[src/rtl/cram_bk_arbiter.sv]
// Cart RAM port arbiter: CPU mapper path has absolute priority, the backup-RAM
// engine moves 16-bit words as two byte accesses in free cycles. Optional: CRAM_BK_DIRTY_EN.
module cram_bk_arbiter #(
  parameter int ADDR_W = 17
) (
  input  logic              clk_sys,
  input  logic              reset_n,
  input  logic              ce_cpu,
  input  logic [ADDR_W-1:0] cpu_addr,
  input  logic              cpu_wr,
  input  logic [7:0]        cpu_di,
  input  logic              ram_enabled,
  output logic [7:0]        cpu_do,
  input  logic              bk_en,
  input  logic              bk_req,
  input  logic              bk_wr,
  input  logic [ADDR_W-2:0] bk_addr,
  input  logic [15:0]       bk_din,
  output logic [15:0]       bk_dout,
  output logic              bk_ack,
  output logic              bk_dirty,
  input  logic              bk_clr_dirty,
  output logic [ADDR_W-1:0] ram_addr,
  output logic              ram_we,
  output logic [7:0]        ram_d,
  input  logic [7:0]        ram_q
);

  typedef enum logic [2:0] {
    ST_IDLE = 3'd0,
    ST_LO   = 3'd1,
    ST_HI   = 3'd2,
    ST_CAP  = 3'd3,
    ST_DONE = 3'd4
  } state_t;

  state_t            state_q, state_d;
  logic              wr_q, wr_d;
  logic [ADDR_W-2:0] addr_q, addr_d;
  logic [15:0]       din_q, din_d;
  logic [15:0]       bk_dout_q, bk_dout_d;
  logic              bk_ack_q, bk_ack_d;
  logic [7:0]        cpu_do_q, cpu_do_d;
  logic              cpu_own_q, cpu_own_d;
  logic              lo_cap_q, lo_cap_d;
  logic              eng_own;

  assign eng_own = ((state_q == ST_LO) || (state_q == ST_HI)) && !ce_cpu;

  // RAM port mux; combinational so a reset or a ce_cpu cycle takes the port at once
  always_comb begin
    if (eng_own) begin
      ram_addr = {addr_q, (state_q == ST_HI)};
      ram_we   = wr_q;
      ram_d    = (state_q == ST_HI) ? din_q[15:8] : din_q[7:0];
    end else begin
      ram_addr = cpu_addr;
      ram_we   = ce_cpu & cpu_wr & ram_enabled;
      ram_d    = cpu_di;
    end
  end

  always_comb begin
    state_d   = state_q;
    wr_d      = wr_q;
    addr_d    = addr_q;
    din_d     = din_q;
    bk_dout_d = bk_dout_q;
    lo_cap_d  = 1'b0;
    case (state_q)
      ST_IDLE: begin
        if (bk_req) begin
          wr_d   = bk_wr;
          addr_d = bk_addr;
          din_d  = bk_din;
          if (bk_en) begin
            state_d = ST_LO;
          end else begin
            state_d   = ST_DONE;
            bk_dout_d = 16'hFFFF;
          end
        end else begin
          state_d = ST_IDLE;
        end
      end
      ST_LO: begin
        if (!ce_cpu) begin
          state_d  = ST_HI;
          lo_cap_d = ~wr_q;
        end else begin
          state_d = ST_LO;
        end
      end
      ST_HI: begin
        if (!ce_cpu) begin
          state_d = ST_CAP;
        end else begin
          state_d = ST_HI;
        end
      end
      ST_CAP: begin
        state_d = ST_DONE;
        if (!wr_q) begin
          bk_dout_d[15:8] = ram_q;
        end else begin
          bk_dout_d[15:8] = bk_dout_q[15:8];
        end
      end
      ST_DONE: begin
        if (!bk_req) begin
          state_d = ST_IDLE;
        end else begin
          state_d = ST_DONE;
        end
      end
      default: state_d = ST_IDLE;
    endcase
    // low byte lands one cycle after the LO access, even while HI is stalled
    if (lo_cap_q) begin
      bk_dout_d[7:0] = ram_q;
    end else begin
      bk_dout_d[7:0] = bk_dout_d[7:0];
    end
  end

  assign bk_ack_d  = (state_d == ST_DONE);
  assign cpu_own_d = ~eng_own;
  assign cpu_do_d  = cpu_own_q ? ram_q : cpu_do_q;

  always_ff @(posedge clk_sys or negedge reset_n) begin
    if (!reset_n) begin
      state_q   <= ST_IDLE;
      wr_q      <= 1'b0;
      addr_q    <= '0;
      din_q     <= 16'h0000;
      bk_dout_q <= 16'h0000;
      bk_ack_q  <= 1'b0;
      cpu_do_q  <= 8'hFF;
      cpu_own_q <= 1'b1;
      lo_cap_q  <= 1'b0;
    end else begin
      state_q   <= state_d;
      wr_q      <= wr_d;
      addr_q    <= addr_d;
      din_q     <= din_d;
      bk_dout_q <= bk_dout_d;
      bk_ack_q  <= bk_ack_d;
      cpu_do_q  <= cpu_do_d;
      cpu_own_q <= cpu_own_d;
      lo_cap_q  <= lo_cap_d;
    end
  end

  assign bk_dout = bk_dout_q;
  assign bk_ack  = bk_ack_q;
  assign cpu_do  = cpu_do_q;

`ifdef CRAM_BK_DIRTY_EN
  logic dirty_q, dirty_d;

  // set wins over a simultaneous clear; engine cycles never mark the image dirty
  always_comb begin
    if (!eng_own && ram_we) begin
      dirty_d = 1'b1;
    end else if (bk_clr_dirty) begin
      dirty_d = 1'b0;
    end else begin
      dirty_d = dirty_q;
    end
  end

  always_ff @(posedge clk_sys or negedge reset_n) begin
    if (!reset_n) begin
      dirty_q <= 1'b0;
    end else begin
      dirty_q <= dirty_d;
    end
  end

  assign bk_dirty = dirty_q;
`else
  logic unused_clr_dirty;
  assign unused_clr_dirty = bk_clr_dirty;
  assign bk_dirty         = 1'b0;
`endif

endmodule

[config.mk]
export PLATFORM = sky130hd
export DESIGN_NAME = cram_bk_arbiter
export DESIGN_NICKNAME = d
export VERILOG_FILES = /design/src/rtl/cram_bk_arbiter.sv
export SDC_FILE = /design/constraint.sdc
export NUM_CORES = 1
export LEC_CHECK = 0
export CAP_MARGIN = 40
export CORE_UTILIZATION = 47
export CTS_CLUSTER_DIAMETER = 50
export CTS_CLUSTER_SIZE = 12
export DETAILED_ROUTE_END_ITERATION = 7
export HOLD_SLACK_MARGIN = 0.03
export PLACE_DENSITY = 0.95
export SLEW_MARGIN = 20
export SYNTH_ARGS = -nofsm -noshare
export SYNTH_HDL_FRONTEND = slang
export SYNTH_SLANG_ARGS = --single-unit
[constraint.sdc]
create_clock -name clk_sys -period 5.4 [get_ports clk_sys]
set_input_delay 1.62 -clock clk_sys [delete_from_list [all_inputs] [get_ports clk_sys]]
set_output_delay 1.62 -clock clk_sys [all_outputs]
set_load 0.02 [all_outputs]
## Word level (Yosys, flattened, before mapping)

Index checks and enable logic that the tools add are counted.

| cells by class | value |
|---|---|
| eq/ne operators | 9 |
| multiplexer cells | 18 |
| bitwise operators | 4 |
| reduce and logical (&&, ||, !) cells | 10 |

Operators with widths:

| kind | count |
|---|---|
| $mux 8 | 5 |
| $mux 16 | 2 |
| $mux 17 | 1 |
| $pmux 8 s2 | 1 |
| $pmux 3 s5 | 1 |
| $mux 3 | 3 |
| $eq 3x2->1 const B | 2 |
| $eq 3x3->1 const B | 2 |
| $ne 2x2->1 const B | 3 |
| $reduce_bool 2->1 | 3 |
| $mux 1 | 4 |
| $reduce_and 4->1 | 1 |
| $eq 3x1->1 const B | 1 |
| $logic_not 3->1 | 1 |
| $reduce_and 3->1 | 1 |
| $and 1x1->1 | 2 |
| $mux 2 | 1 |
| $ne 2x1->1 const B | 1 |
| $not 1->1 | 2 |
| $reduce_and 2->1 | 1 |
| $logic_and 1x1->1 | 1 |
| $logic_not 1->1 | 1 |
| $logic_or 1x1->1 | 1 |

| word-level totals | value |
|---|---|
| flip-flop bits (word level) | 63 |
| bits of input ports | 74 |
| output and inout port bits | 52 |

## Logic depth before layout (Yosys ltp)

| depth | value |
|---|---|
| depth in word-level cells | 4 |
| depth in mapped cells | 6 |
| depth with buffers taken out | 3 |

## Least setup slack after synthesis

OpenSTA, ideal clock, no wires.

| path | value |
|---|---|
| path type | input-to-output |
| from | in ce_cpu |
| to | out ram_we |
| arrival | 2633 ps |
| slack | 1147 ps |
| stages on the path | 4 |
| cell sequence | nor2_4 nand2_2 buf_2 o21ai_0 |

| on the way | value |
|---|---|
| word-level cells in the longest chain between the ends | 3 |
| elaborated cells on any way between the ends | 5 |

RTL lines:

| element | line | text |
|---|---|---|
| start, declared | 8 | `input logic ce_cpu,` |
| $and 1x1->1 or $logic_not 1->1 (tied branches) | n/a |  |
| $and 1x1->1 or $logic_and 1x1->1 (tied branches) | 58, 48 |  |
| $mux 1 * | 52 | `if (eng_own) begin` |
| end, declared | 24 | `output logic ram_we,` |

Every way passes the cells marked *; elsewhere a longest branch is shown, timed or not.

## Worst setup path after layout

| path | value |
|---|---|
| from | in ce_cpu |
| to | out ram_addr[5] |

| on the way | value |
|---|---|
| word-level cells in the longest chain between the ends | 3 |

RTL lines:

| element | line | text |
|---|---|---|
| $logic_not 1->1 | n/a |  |
| $logic_and 1x1->1 | 48 | `assign eng_own = ((state_q == ST_LO) \|\| (state_q == ST_HI)) && !ce_cpu;` |
| $mux 17 | 52 |  |
| end, declared | 23 | `output logic [ADDR_W-1:0] ram_addr,` |

Every way passes these cells.

==> flow_summary.json <==
{
  "drv_cap": 0,
  "synth.area.mux_share_pct": 20.4,
  "synth_fa_ha_area_share_pct": 0,
  "synth_top_family_by_area": "multiplexers",
  "gp_congestion": 0.794,
  "syn_inst": 246,
  "drc": 0,
  "synth.distinct_cells": 33,
  "final_common_cell": "clkdlybuf4s50_1",
  "grt_pass1_vias": 2625,
  "ys_ff_latch": 63,
  "io_pins": 126,
  "peakVddDrop_uv": 267,
  "wl_um": 7660,
  "nFillCells": 429,
  "synth-xor-area-share_pct": 0.284,
  "clock-sinks": 63,
  "antenna_cells": 0,
  "critPathLaunch": "ce_cpu",
  "reg2reg_depth": 4,
  "io_buffers": 123,
  "viasPerCell": 5.55,
  "hpwl_um": 5390,
  "htreeDepth": 3,
  "worstSetupEndpoint": "ram_addr[5]",
  "yosys_warnings": 0,
  "clk_latency_ns": 0.34,
  "core_area_mm2": 0.00635,
  "grt.total_usage_pct": 23.9,
  "cts-root-buf": "clkbuf_8",
  "synth_fp_nets": 320,
  "initial_utilization_pct": 48.7,
  "rsz0062_at_grt": "no",
  "period_share_pct": 94.1,
  "r2r-end": "addr_q[2]$_DFFE_PN0P_",
  "synth_compound_area_share_pct": 10.1,
  "grt_max_degree": 64,
  "antenna_left": 0,
  "worst_pin_slew_ns": 0.791,
  "critPathLaunchType": "input port",
  "r2r-start": "state_q[2]$_DFF_PN0_",
  "synth-simple-area-share_pct": 13.3,
  "die_height_um": 83.1,
  "drt-pass1-iter-count": 4,
  "first_iter_violations": 140,
  "seqCellArea_mm2": 0.00159,
  "finalSetupViolCount": 0,
  "critPathArrivalTime_ns": 3.46,
  "power_density_mw_per_mm2": 525,
  "status": "completed",
  "grt_pass1_wl_um": 12900,
  "synth.avg_cell_area_um2": 12.6,
  "cp.required_ns": 3.78,
  "cts.repair.resized": 0,
  "end_kind": "primary output",
  "power.total_mw": 2.43,
  "hold_class": "flip-flop to flip-flop",
  "period_needed_ns": 5.08,
  "post_cts_buffers": 0,
  "cts_tree": "done",
  "fin_nets": 440,
  "reg2reg_slack_ns": 3.39,
  "clk_path_buf_depth": 2,
  "ys_seq_area_share_pct": 51.4,
  "cts_hold_buffers": 0,
  "timing.slew.headroom_pct": 47.1,
  "drive_gt1_share_pct": 24.3,
  "power.leakage_nw": 1.80,
  "multi_input_area_mm2": 0.00137,
  "area_growth_pct": 49.8,
  "vias": 2488,
  "skew_ns": 0.00729,
  "fmax_ghz": 0.197,
  "crit_type": "input port to primary output",
  "core.rowCount": 29,
  "mappedNetlistArea_mm2": 0.00309,
  "avgRoutedWirePerCell_um": 17.1,
  "clk_pin_slew_worst_paths_ns": 0.06,
  "cts_made_buffers": 9,
  "crit_fanout": 18,
  "drv_slew": 0,
  "fin_setup_tns_ns": 0,
  "dieArea_mm2": 0.00690,
  "final_cell_mix": "clkdlybuf4s50_1, dfrtp_1, mux2_2",
  "hold_viol": 0,
  "antenna_found_initial": 0,
  "die_w_um": 83.1,
  "grt_overflow": 0
}
==> sequential cells by signal, summed over array words and instances (netlist names) <==
| signal | flops |
|---|---|
| addr_q | 16 |
| bk_ack | 1 |
| bk_dout | 16 |
| cpu_do | 8 |
| cpu_own_q | 1 |
| din_q | 16 |
| lo_cap_q | 1 |
| state_q | 3 |
| wr_q | 1 |
==> synthesized netlist by cell type <==
cell type  instances  area share [%]
a21bo_2            1            0.32
o31a_1             8             2.3
nand2_2            1            0.20
a21oi_1            3            0.49
and2b_1            1            0.24
nand3b_1           1            0.24
nor2_4             1            0.36
o21ai_0           14             2.3
conb_1             1            0.12
clkbuf_1          11             1.3
nand4b_1           8             2.3
o31ai_1            8             1.9
nand2_1            5            0.61
nor4b_4            1            0.77
nor3_1             2            0.32
a21oi_4            1            0.53
mux2_2            51              19
nor2_1             1            0.12
nand2b_1           9             1.8
o22a_1             8             2.3
dfstp_2            9             7.7
xor2_1             1            0.28
mux2_1             5             1.8
or4b_4             1            0.45
buf_6              5             1.8
and2_1             8             1.6
inv_1              2            0.24
dfrtp_1           54              44
or3_1              2            0.40
buf_2              3            0.49
nand3_1           10             1.6
nor4b_1            8             2.3
buf_4              2            0.49
==> per-layer routing <==
| metal | up-vias | GRT usage, % | part of all wire, % |
|---|---|---|---|
| met3 | 17 | 5.57 | 4.9 |
| li1 | 1143 | - | - |
| met4 | 0 | 12.1 | 3.1 |
| met5 | - | 0 | 0 |
| met1 | 1238 | 26.7 | 40 |
| met2 | 90 | 42.4 | 52 |
==> metrics by stage <==
| step | instance area [µm²] | util, % | hold WS, ns | cells | worst slack [ns] |
|---|---|---|---|---|---|
| after floorplan | 3090 | - | 0.435 | 246 | 1.15 |
| after global placement | 4310 | 67.9 | 0.463 | 429 | 0.266 |
| after detailed placement | 4340 | 68.4 | 0.476 | 431 | 0.296 |
| after CTS | 4600 | 72.4 | 0.491 | 447 | 0.293 |
| after global routing | 4630 | 72.9 | 0.508 | 448 | 0.173 |
| final | 4630 | 72.9 | 0.486 | 448 | 0.320 |
==> worst max-delay path: stages <==
cell             delay [ns]
clkdlybuf4s50_1        0.52
nor2_4                 0.05
nand2_2                0.33
mux2_2                 0.38
clkdlybuf4s50_1        0.54
==> layout make-up <==
class                   count  area share (%)
inverters                   2           0.162
repair buffers            130            28.4
well taps                  77            2.08
clock inverters             5            2.24
clock buffers              11            3.27
multi-input cells         160            29.5
flip-flops and latches     63            34.3
==> power by group <==
part / total [mW] / internal (mW) / switching (mW)
clock network: 0.518 / 0.332 / 0.186
registers: 0.850 / 0.688 / 0.162
logic: 1.06 / 0.581 / 0.478
total: 2.43 / 1.60 / 0.827
==> how the worst min path moves through the flow <==
stage | from | to | slack, ns | cells past startpoint
6_report | addr_q[5]$_DFFE_PN0P_ | addr_q[5]$_DFFE_PN0P_ | 0.49 | 1
3_3_place_gp | addr_q[4]$_DFFE_PN0P_ | addr_q[4]$_DFFE_PN0P_ | 0.46 | 1
4_1_cts | addr_q[5]$_DFFE_PN0P_ | addr_q[5]$_DFFE_PN0P_ | 0.49 | 1
3_5_place_dp | addr_q[5]$_DFFE_PN0P_ | addr_q[5]$_DFFE_PN0P_ | 0.48 | 1
5_1_grt | addr_q[5]$_DFFE_PN0P_ | addr_q[5]$_DFFE_PN0P_ | 0.51 | 1
2_1_floorplan | wr_q$_DFFE_PN0P_ | lo_cap_q$_DFF_PN0_ | 0.43 | 1
==> kinds of logic (layout without fill, tap and decap cells) <==
group	after synthesis	after routing
buf+inv	23	148
mux	56	56
simple gates	59	59
compound gates	43	43
flops	63	63
xor+xnor	1	1
other cells	1	1
Power figures use the tool's default switching activity.
